--- src/rtl/booth_mult_vr.sv ---
// Sequential radix-2 Booth multiplier with valid/ready handshakes on operand and product sides.
// Optional BOOTH_MULT_B2B_EN: accept the next operands in DONE for zero-bubble back-to-back operation.
module booth_mult_vr #(
   parameter int WIDTH = 16
) (
   input  logic                 clk,
   input  logic                 rst_n,
   input  logic                 src_valid,
   output logic                 src_ready,
   input  logic [WIDTH-1:0]     multiplicand,
   input  logic [WIDTH-1:0]     multiplier,
   input  logic                 is_signed,
   output logic                 dest_valid,
   input  logic                 dest_ready,
   output logic [2*WIDTH-1:0]   product
);

   // state  | meaning
   // S_IDLE | waiting for operands, src_ready=1
   // S_RUN  | one Booth step per cycle, WIDTH+1 steps
   // S_DONE | product presented, waiting for dest_ready

   localparam int CW = $clog2(WIDTH + 2);

   typedef enum logic [1:0] {S_IDLE, S_RUN, S_DONE} state_t;

   state_t               state_q, state_d;
   logic [WIDTH:0]       m_q, m_d;
   logic [WIDTH:0]       a_q, a_d;
   logic [WIDTH:0]       q_q, q_d;
   logic                 q1_q, q1_d;
   logic [CW-1:0]        count_q, count_d;
   logic [2*WIDTH-1:0]   product_q, product_d;

   logic [WIDTH:0]       sum;
   logic [WIDTH:0]       a_n;
   logic [WIDTH:0]       q_n;
   logic                 load;

   always_comb begin
      sum = a_q;
      case ({q_q[0], q1_q})
         2'b10:   sum = a_q - m_q;
         2'b01:   sum = a_q + m_q;
         default: sum = a_q;
      endcase
      a_n = {sum[WIDTH], sum[WIDTH:1]};
      q_n = {sum[0], q_q[WIDTH:1]};
   end

   always_comb begin
      state_d    = state_q;
      m_d        = m_q;
      a_d        = a_q;
      q_d        = q_q;
      q1_d       = q1_q;
      count_d    = count_q;
      product_d  = product_q;
      src_ready  = 1'b0;
      dest_valid = 1'b0;
      load       = 1'b0;

      case (state_q)
         S_IDLE: begin
            src_ready = 1'b1;
            if (src_valid) load = 1'b1;
         end
         S_RUN: begin
            a_d     = a_n;
            q_d     = q_n;
            q1_d    = q_q[0];
            count_d = count_q - CW'(1);
            if (count_q == CW'(1)) begin
               // {A,Q} is 2*WIDTH+2 bits; the top two are sign copies and dropped.
               product_d = {a_n[WIDTH-2:0], q_n};
               state_d   = S_DONE;
            end
         end
         S_DONE: begin
            dest_valid = 1'b1;
`ifdef BOOTH_MULT_B2B_EN
            src_ready = dest_ready;
            if (dest_ready) begin
               if (src_valid) load = 1'b1;
               else           state_d = S_IDLE;
            end
`else
            if (dest_ready) state_d = S_IDLE;
`endif
         end
         default: state_d = S_IDLE;
      endcase

      if (load) begin
         m_d     = {multiplicand[WIDTH-1] & is_signed, multiplicand};
         q_d     = {multiplier[WIDTH-1] & is_signed, multiplier};
         a_d     = '0;
         q1_d    = 1'b0;
         count_d = CW'(WIDTH + 1);
         state_d = S_RUN;
      end
   end

   always_ff @(posedge clk) begin
      if (!rst_n) begin
         state_q   <= S_IDLE;
         m_q       <= '0;
         a_q       <= '0;
         q_q       <= '0;
         q1_q      <= 1'b0;
         count_q   <= '0;
         product_q <= '0;
      end else begin
         state_q   <= state_d;
         m_q       <= m_d;
         a_q       <= a_d;
         q_q       <= q_d;
         q1_q      <= q1_d;
         count_q   <= count_d;
         product_q <= product_d;
      end
   end

   assign product = product_q;

endmodule

--- config.mk ---
export PLATFORM = sky130hd
export DESIGN_NAME = booth_mult_vr
export DESIGN_NICKNAME = d
export VERILOG_FILES = /design/src/rtl/booth_mult_vr.sv
export SDC_FILE = /design/constraint.sdc
export NUM_CORES = 1
export LEC_CHECK = 0
export ABC_AREA = 1
export BUFFER_PORTS_ARGS = -buffer_cell sky130_fd_sc_hd__buf_2
export CORE_MARGIN = 1.5
export CORE_UTILIZATION = 51
export DETAILED_ROUTE_END_ITERATION = 16
export GPL_ROUTABILITY_DRIVEN = 0
export GPL_TIMING_DRIVEN = 1
export PLACE_DENSITY_LB_ADDON = 0.1
export SYNTH_ARGS = -nofsm -noshare
export SYNTH_HDL_FRONTEND = slang
export SYNTH_SLANG_ARGS = --single-unit
--- constraint.sdc ---
create_clock -name clk -period 2.5 [get_ports clk]
set_input_delay 0.25 -clock clk [delete_from_list [all_inputs] [get_ports clk]]
set_output_delay 0.25 -clock clk [all_outputs]
set_load 0.05 [all_outputs]
==> flow_summary.json, run 1 <==
{
  "stdcell_count": 974,
  "first_global_vias": 4551,
  "crit_buf_inv": 3,
  "utilization_pct": 67.95,
  "die_area_um2": 10130,
  "first_pass_iters": 4,
  "clk_pin_slew_worst_paths_ns": 0.10,
  "antenna_left": 0,
  "cts_sinks": 90,
  "worst_slack_ns": -0.08804,
  "violations": "setup timing",
  "r2r_slack_ns": -0.09,
  "multi_input_area_um2": 2952,
  "layout.nets": 899,
  "cp_max_fo": 4,
  "cts_tree": "done",
  "drive_gt1_share_pct": 28.40,
  "crit_chain": "buf_4 > nor2_2 > nand2_4 > nor2_4 > nand2_1 > nand2_1 > xor2_1 > ha_1 > a21o_1 > inv_1 > o21ai_0 > nor2_1 > nand3_1 > nand3_1 > nand3_1 > nand2_1 > inv_1",
  "htree_levels": 3,
  "drtIter0Drc": 177,
  "vias": 4966,
  "drc": 0,
  "antenna_cells": 0,
  "synth_nets": 790,
  "die_y_um": 100.7,
  "relSlewSlack_pct": 65.64,
  "syn_avg_cell_area_um2": 6.655,
  "fillerInstances": 798,
  "grt-ovfl-total": 0,
  "io_buffers": 70,
  "slowest_delay_ns": 0.33,
  "synth_cell_types": 35,
  "track_usage_pct": 25.41,
  "io-pin-count": 71,
  "fin_worst_skew_ns": 0.01412,
  "dpl.cell_count": 948,
  "finalMaxSlewViolations": 0,
  "ys_seq_area_share_pct": 37.04,
  "grt_max_degree": 49,
  "start_util_pct": 52.65,
  "synth-seq-cells": 90,
  "status": "finished with violations",
  "syn_to_final_growth_pct": 29.06,
  "clock_latency_ns": 0.37,
  "viasPerCell": 5.099,
  "wl_per_cell_um": 13.35,
  "max_freq_mhz": 386.4,
  "yosysWarnings": 0,
  "leakage_nw": 3.000,
  "hpwl_um": 9035,
  "p_per_area_nw_per_um2": 681.9,
  "numCtsBuffers": 9,
  "period_needed_ns": 2.588,
  "hold_viol_final": 0,
  "die_x_um": 100.7,
  "grt_pass1_wl_um": 20770,
  "core_area_um2": 9240,
  "worstMarginPinSlew_ns": 0.5153,
  "ir_worst_vdd_v": 0.0004824,
  "cp-start-kind": "flip-flop",
  "cp.required_ns": 2.76,
  "row_count": 35,
  "timing.final.setup_violations": 7,
  "max-cap-violations": 0,
  "routed_wl_um": 13000,
  "setup.worst_path.end_class": "flip-flop",
  "cts-root-buf": "clkbuf_8",
  "slowest_stage": "dfxtp_2",
  "fin_crit_sh_pct": 103.5,
  "crit_arrival_ns": 2.85,
  "clk_path_buf_depth": 2,
  "antenna_found_initial": 0,
  "path_class": "flip-flop to flip-flop",
  "hold_path.class": "primary input to flip-flop",
  "netlist_instances": 731,
  "regArea_um2": 1807,
  "rsz0062_at_grt": "true",
  "crit_family": "simple AND/OR/NAND/NOR gates",
  "syn_area_um2": 4865
}
## worst reg2reg max path: stages, from the launching register on
cell	delay, ns
dfxtp_2	0.33
buf_4	0.13
nor2_2	0.15
nand2_4	0.10
nor2_4	0.12
nand2_1	0.09
nand2_1	0.08
xor2_1	0.19
ha_1	0.31
a21o_1	0.23
inv_1	0.05
o21ai_0	0.09
nor2_1	0.19
nand3_1	0.11
nand3_1	0.13
nand3_1	0.09
nand2_1	0.08
inv_1	0.03
## layout make-up
type	count	area share [%]
timing repair buffer	127	12.77
clock buffer	10	2.192
clock inverter	6	1.275
tap	129	2.571
sequential	90	28.78
multi-input combinational	523	47.01
inverter	89	5.401
## path summary, 6_finish.rpt
check,startpoint,end,depth (start not counted)
worst max-delay path,m_q[2]$_SDFFE_PN0P_,a_q[12]$_SDFFE_PP0P_,17
worst min-delay path,dest_ready,state_q[1]$_SDFFE_PP0P_,4
worst max register to register,m_q[2]$_SDFFE_PN0P_,a_q[12]$_SDFFE_PP0P_,17
worst min register to register,product[10]$_SDFFE_PN0P_,product[10]$_SDFFE_PN0P_,2
## routing by layer
metal  vias up  routed length (um)  GRT usage (%)
met3        19                 470          4.022
met1      2278                5961          32.82
met5         -                   0              0
met2       109                6367          44.28
met4         0                 204          6.176
li1       2560                   -              -
## where the power goes
part	total [mW]	internal [mW]	switching (mW)
Clock	1.11	0.515	0.593
Combinational	1.57	0.647	0.921
Sequential	1.60	1.53	0.0776
Total	4.28	2.69	1.59
## through the flow
stage | power (mW) | cell area [um2] | TNS (ns) | setup slack, ns | hold WS, ns
6_report | 4.281 | 6279 | -0.3513 | -0.08804 | 0.1271
5_1_grt | 4.532 | 6279 | -2.606 | -0.2717 | 0.1403
4_1_cts | 4.048 | 5921 | -0.003452 | -0.003452 | 0.1223
3_5_place_dp | 2.877 | 5597 | -1.310 | -0.1876 | 0.4486
3_3_place_gp | 2.850 | 5597 | -0.4524 | -0.09045 | 0.4447
2_1_floorplan | 2.469 | 4866 | 0 | 0.06764 | 0.4167
## placed cells by master (no fill, tap or decap), types with 10 or more instances in the layout
master and n:
nand2_1 181, dfxtp_1 86, inv_1 74, nor2_1 74
buf_2 70, buf_4 53, a21oi_1 45, o21ai_0 33
nand3_1 30, nand2_2 22, a31oi_1 19, ha_1 15
o21ai_1 14, inv_2 11, clkbuf_8 10
## cells in the mapped netlist, drive strengths merged
cell type / instances / share of area [%]
dfxtp: 90 / 37
nand3b: 8 / 1.2
fa: 1 / 0.41
nand3: 39 / 4.0
or2: 6 / 0.77
nand4: 2 / 0.26
nand2: 205 / 16
inv: 87 / 6.7
xor2: 9 / 1.6
o31ai: 1 / 0.15
nor3: 4 / 0.41
a21o: 1 / 0.15
a22oi: 2 / 0.31
o21ai: 48 / 4.9
clkbuf: 9 / 0.69
o211ai: 1 / 0.15
o22ai: 1 / 0.13
ha: 21 / 5.4
xnor2: 5 / 0.90
a31oi: 21 / 2.7
a21oi: 56 / 5.8
o21bai: 1 / 0.15
clkinv: 2 / 0.15
buf: 20 / 2.3
a211oi: 1 / 0.15
nor2: 90 / 7.6
## what timing repair did
item,4_1_cts,5_1_grt
hold buffers,0,0
cloned,0,0
buffers inserted,3,7
pin swaps,13,48
gates resized for setup,30,82
endpoints found under the setup margin,19,26
## state kept, by name, indices dropped and copies added (netlist names)
name,cells
a_q,16
count_q,5
m_q,17
product,32
q1_q,1
q_q,17
state_q,2
## kinds of logic (layout without fill, tap and decap cells)
kind of cell / count (synthesis) / after routing / share of synthesized area, %
flip-flops: 90 / 90 / 37.04
AND/OR/NAND/NOR: 354 / 354 / 30.17
AO/OA/AOI/OAI: 133 / 133 / 14.61
XOR/XNOR: 14 / 14 / 2.521
buffers and inverters: 118 / 232 / 9.851
adder cells (fa/ha/maj): 22 / 22 / 5.813
Note: power is estimated with default switching activity, not from simulation.
==> run 2: changes to the inputs <==
Settings changed: RECOVER_POWER set to 25.
==> flow_summary.json, run 2 (same netlist as run 1, synthesis figures left out) <==
{
  "final_cell_mix": "181 x nand2_1, 86 x dfxtp_1, 74 x inv_1, 74 x nor2_1, 53 x buf_2",
  "hpwl_um": 9035,
  "layout.nets": 899,
  "min_to": "state_q[1]$_SDFFE_PP0P_",
  "fin_worst_skew_ns": 0.01402,
  "rsz0062_at_grt": "true",
  "holdPathStages": 4,
  "grt-ovfl-total": 0,
  "min-delay-start": "dest_ready",
  "power_frac_comb_pct": 36.6,
  "ir_worst_vdd_v": 0.0004823,
  "vias": 4954,
  "cp-start-kind": "flip-flop",
  "track_usage_pct": 25.41,
  "leakage_nw": 2.922,
  "worst_slack_ns": -0.1058,
  "reg2reg_depth": 17,
  "drc": 0,
  "crit_chain": "buf_4 > nor2_2 > nand2_4 > nor2_4 > nand2_1 > nand2_1 > xor2_1 > ha_1 > a21o_1 > inv_1 > o21ai_0 > nor2_1 > nand3_1 > nand3_1 > nand3_1 > nand2_1 > inv_1",
  "wl_per_cell_um": 13.35,
  "hold_path.class": "primary input to flip-flop",
  "drive_gt1_share_pct": 26.27,
  "cts-root-buf": "clkbuf_8",
  "cts_sinks": 90,
  "clock_latency_ns": 0.37,
  "die_area_um2": 10130,
  "crit_family": "simple AND/OR/NAND/NOR gates",
  "r2r-end": "a_q[12]$_SDFFE_PP0P_",
  "fin_crit_sh_pct": 104.2,
  "antenna_cells": 0,
  "hold_viol_final": 0,
  "p_per_area_nw_per_um2": 684.1,
  "stdcell_count": 974,
  "slowest_stage": "dfxtp_2",
  "dpl.cell_count": 948,
  "numCtsBuffers": 9,
  "setup.worst_path.end_class": "flip-flop",
  "io_buffers": 70,
  "utilization_pct": 67.68,
  "cp.required_ns": 2.77,
  "cp_max_fo": 4,
  "routed_wl_um": 13000,
  "total_power_mw": 4.278,
  "clk_path_buf_depth": 2,
  "antenna_found_initial": 0,
  "finalMaxSlewViolations": 0,
  "r2r_slack_ns": -0.11,
  "reg2reg_from": "m_q[2]$_SDFFE_PN0P_",
  "grt_pass1_wl_um": 20770,
  "fillerInstances": 812,
  "row_count": 35,
  "drtIter0Drc": 172,
  "status": "finished with violations",
  "crit_buf_inv": 3,
  "largest_reg_flops": 32,
  "total_switching_power_mw": 1.592,
  "start_util_pct": 52.65,
  "path_class": "flip-flop to flip-flop",
  "die_x_um": 100.7,
  "core_area_um2": 9240,
  "clkPwrFrac_pct": 25.9,
  "first_pass_iters": 5,
  "first_global_vias": 4551,
  "worstMarginPinSlew_ns": 0.9505,
  "intPower_mw": 2.686,
  "period_needed_ns": 2.606,
  "die_y_um": 100.7,
  "antenna_left": 0,
  "hold_buffers": 0,
  "io-pin-count": 71,
  "startpoint": "m_q[2]$_SDFFE_PN0P_",
  "p_seq_share_pct": 37.5,
  "max-cap-violations": 0,
  "final_common_cell": "nand2_1",
  "syn_to_final_growth_pct": 28.55,
  "viasPerCell": 5.086,
  "switching_share_pct": 37.22,
  "max_freq_mhz": 383.8,
  "htree_levels": 3,
  "violations": "setup timing",
  "crit_arrival_ns": 2.87,
  "slowest_delay_ns": 0.33,
  "timing.final.setup_violations": 7,
  "cts_tree": "done",
  "relSlewSlack_pct": 36.64,
  "grt_max_degree": 49,
  "clk_pin_slew_worst_paths_ns": 0.10
}
-- run 2: power by group through the flow --
stage / clock [mW] / sequential, mW / combinational (mW)
global placement: 0 / 1.63 / 1.23
floorplan: 0 / 1.67 / 0.796
CTS: 1.13 / 1.60 / 1.32
global route: 1.19 / 1.62 / 1.73
detailed placement: 0 / 1.63 / 1.25
finish: 1.11 / 1.61 / 1.56
-- run 2: timing repair --
action / CTS / global route
setup endpoints to repair: 19 / 26
resized for setup: 30 / 82
pin swaps: 13 / 48
setup buffers: 3 / 7
-- run 2: how the worst max path moves through the flow --
stage                                       to  slack, ns  cells after the start
after global placement    a_q[15]$_SDFFE_PP0P_      -0.09                     18
after detailed placement  a_q[15]$_SDFFE_PP0P_      -0.19                     18
final                     a_q[12]$_SDFFE_PP0P_      -0.11                     17
after floorplan            a_q[4]$_SDFFE_PP0P_       0.07                     17
after global routing      a_q[13]$_SDFFE_PP0P_      -0.27                     19
after CTS                 a_q[13]$_SDFFE_PP0P_     -0.003                     18
-- run 2: worst register-to-register path, stage by stage, from the launching register on --
cell and delay, ns:
dfxtp_2 0.33, buf_4 0.13, nor2_2 0.15, nand2_4 0.10, nor2_4 0.12, nand2_1 0.09
nand2_1 0.08, xor2_1 0.19, ha_1 0.31, a21o_1 0.23, inv_1 0.05, o21ai_0 0.09
nor2_1 0.20, nand3_1 0.11, nand3_1 0.13, nand3_1 0.09, nand2_1 0.08, inv_1 0.03
-- run 2: final cells by class --
cell class                      instances  area [um2]  share of cell area (%)
Clock inverter                          6       80.08                   1.281
Tap cell                              129       161.4                   2.581
Clock buffer                           10       137.6                   2.201
Multi-Input combinational cell        523        2952                   47.20
Timing Repair Buffer                  127       777.0                   12.42
Sequential cell                        90        1807                   28.89
Inverter                               89       339.1                   5.422
-- run 2: per-layer routing --
| layer | share of wire [%] | track usage, % |
|---|---|---|
| met5 | 0 | 0 |
| met3 | 3.9 | 4.022 |
| met1 | 46 | 32.82 |
| met4 | 1.7 | 6.176 |
| met2 | 49 | 44.28 |
-- run 2: metrics by stage --
step	setup WS (ns)	instance area [um2]	hold WS [ns]	setup TNS [ns]
6_report	-0.1058	6254	0.1275	-0.3843
5_1_grt	-0.2717	6254	0.1403	-2.606
4_1_cts	-0.003452	5921	0.1223	-0.003452
3_5_place_dp	-0.1876	5597	0.4486	-1.310
3_3_place_gp	-0.09045	5597	0.4447	-0.4524
2_1_floorplan	0.06764	4866	0.4167	0
==> run 3: changes to the inputs <==
Settings changed: CELL_PAD_IN_SITES_DETAIL_PLACEMENT set to 0, CELL_PAD_IN_SITES_GLOBAL_PLACEMENT set to 1, CORE_UTILIZATION 51 to 37.
==> flow_summary.json, run 3 (same netlist as run 1, synthesis figures left out) <==
{
  "status": "finished with violations",
  "violations": "setup timing",
  "core_area_um2": 12720,
  "antenna_found_initial": 0,
  "dp_slack_ns": -0.2119,
  "rsz0062_at_grt": "true",
  "fin_crit_sh_pct": 104.0,
  "routed_wl_um": 13870,
  "layout.nets": 905,
  "clk_pin_slew_worst_paths_ns": 0.07,
  "relSlewSlack_pct": 56.50,
  "first_global_vias": 4610,
  "fillerInstances": 1339,
  "track_usage_pct": 20.33,
  "min-delay-start": "multiplicand[3]",
  "r2r_slack_ns": -0.1,
  "max-cap-violations": 0,
  "fin_worst_skew_ns": 0.01073,
  "cp-start-kind": "flip-flop",
  "hold_viol_final": 0,
  "hold_path.class": "primary input to flip-flop",
  "slowest_delay_ns": 0.39,
  "power_frac_comb_pct": 34.7,
  "wl_per_cell_um": 13.56,
  "path_common_cell": "nand2_1",
  "leakage_nw": 2.978,
  "drive_gt1_share_pct": 27.73,
  "hpwl_um": 10020,
  "path_class": "flip-flop to flip-flop",
  "stdcell_count": 1023,
  "fin_area_um2": 6441,
  "drtIter0Drc": 287,
  "first_pass_iters": 5,
  "grt_max_degree": 49,
  "crit_arrival_ns": 2.86,
  "io-pin-count": 71,
  "grt_pass1_wl_um": 22740,
  "regArea_um2": 1808,
  "io_buffers": 70,
  "vias": 4956,
  "multi_input_area_um2": 2968,
  "reg2reg_from": "m_q[0]$_SDFFE_PN0P_",
  "period_needed_ns": 2.599,
  "cp.required_ns": 2.76,
  "die_x_um": 117.7,
  "switching_share_pct": 36.12,
  "worstMarginPinSlew_ns": 0.6553,
  "start_util_pct": 38.24,
  "htree_levels": 3,
  "p_seq_share_pct": 35.1,
  "antenna_left": 0,
  "cp_max_fo": 6,
  "dpl-instance-area_um2": 5710,
  "clk_path_buf_depth": 2,
  "ir_worst_vdd_v": 0.0003410,
  "startpoint": "m_q[0]$_SDFFE_PN0P_",
  "row_count": 41,
  "grt-ovfl-total": 0,
  "antenna_cells": 0,
  "syn_to_final_growth_pct": 32.41,
  "finalMaxSlewViolations": 0,
  "setup.worst_path.end_class": "flip-flop",
  "die_y_um": 117.7,
  "hold_buffers": 0,
  "p_per_area_nw_per_um2": 710.0,
  "viasPerCell": 4.845,
  "die_area_um2": 13850,
  "final_cell_mix": "178 x nand2_1, 85 x dfxtp_1, 76 x nor2_1",
  "worst_slack_ns": -0.09941,
  "numCtsBuffers": 9,
  "largest_reg_flops": 32,
  "total_switching_power_mw": 1.652,
  "clock_latency_ns": 0.36,
  "cts_sinks": 90,
  "cts-root-buf": "clkbuf_16",
  "crit_chain": "inv_4 > nand3_4 > nor3_4 > nand2_2 > nor2_4 > a31oi_1 > xor2_1 > ha_1 > nand2_1 > nand2_1 > nand2_2 > nand2_1 > a21oi_2 > nand2_1 > inv_1 > nand2_1 > nand2_2 > nand3_2 > nand2_1 > nor2_1",
  "total_power_mw": 4.573,
  "intPower_mw": 2.922,
  "dpl.cell_count": 999,
  "slowest_stage": "ha_1",
  "cts_tree": "done",
  "final_common_cell": "nand2_1",
  "timing.final.setup_violations": 7,
  "max_freq_mhz": 384.7,
  "drc": 0,
  "clkPwrFrac_pct": 30.2
}
==> run 3: cell count changes in the layout (fill, tap and decap cells not counted), moves of 3 or more <==
cell	previous run	this run
buf_2	53	49
buf_4	52	60
clkbuf_1	18	21
clkbuf_16	0	9
clkbuf_8	10	1
nand2_1	181	178
nand3_1	30	25
nand3_2	8	13
==> run 3: cell type report <==
type	instances	area share [%]
sequential	90	28.07
clock buffer	10	3.710
clock inverter	6	0.8547
timing repair buffer	133	12.68
tap	172	3.341
inverter	89	5.264
multi-input combinational	523	46.08
==> run 3: final timing paths <==
path / to / depth (start not counted)
worst max-delay path: a_q[15]$_SDFFE_PP0P_ / 20
worst min register to register: product[10]$_SDFFE_PN0P_ / 2
worst min-delay path: m_q[3]$_SDFFE_PN0P_ / 3
worst max register to register: a_q[15]$_SDFFE_PP0P_ / 20
==> run 3: through the flow <==
| step | TNS, ns | util (%) | hold WS [ns] |
|---|---|---|---|
| after CTS | -0.007161 | 48.06 | 0.1381 |
| after global routing | -3.820 | 50.63 | 0.1645 |
| after floorplan | 0 | - | 0.4167 |
| after global placement | -1.442 | 44.89 | 0.4441 |
| final | -0.4723 | 50.63 | 0.1426 |
| after detailed placement | -2.242 | 44.89 | 0.4525 |
==> run 3: repair_timing <==
item / CTS / global route
pin swaps: 12 / 36
setup buffers: 4 / 4
endpoints found under the hold margin: 0 / 0
resized for setup: 30 / 88
setup endpoints to repair: 23 / 26
==> run 3: worst max-delay path, delay by kind of cell (launching register included) <==
family,cells,cell delay [ns]
buffers and inverters,2,0.13
AND/OR/NAND/NOR,14,1.27
XOR/XNOR,1,0.17
AO/OA/AOI/OAI,2,0.21
adder cells (fa/ha/maj),1,0.39
flip-flops,1,0.34
==> run 3: routing by layer <==
metal  share of wire (%)  global-route usage (%)  wire (um)  vias to the layer above
met5                   0                       0          0                        -
met4                 1.3                   7.241        180                        0
met3                 3.6                   2.519        500                       11
met2                  48                   34.17       6656                      102
met1                  47                   26.80       6533                     2271
li1                    -                       -          -                     2572
==> run 3: power by group through the flow <==
stage	clock network [mW]	registers, mW	logic [mW]
3_5_place_dp	0	1.63	1.32
3_3_place_gp	0	1.63	1.31
2_1_floorplan	0	1.67	0.796
6_report	1.38	1.60	1.59
4_1_cts	1.41	1.60	1.39
5_1_grt	1.48	1.62	1.77
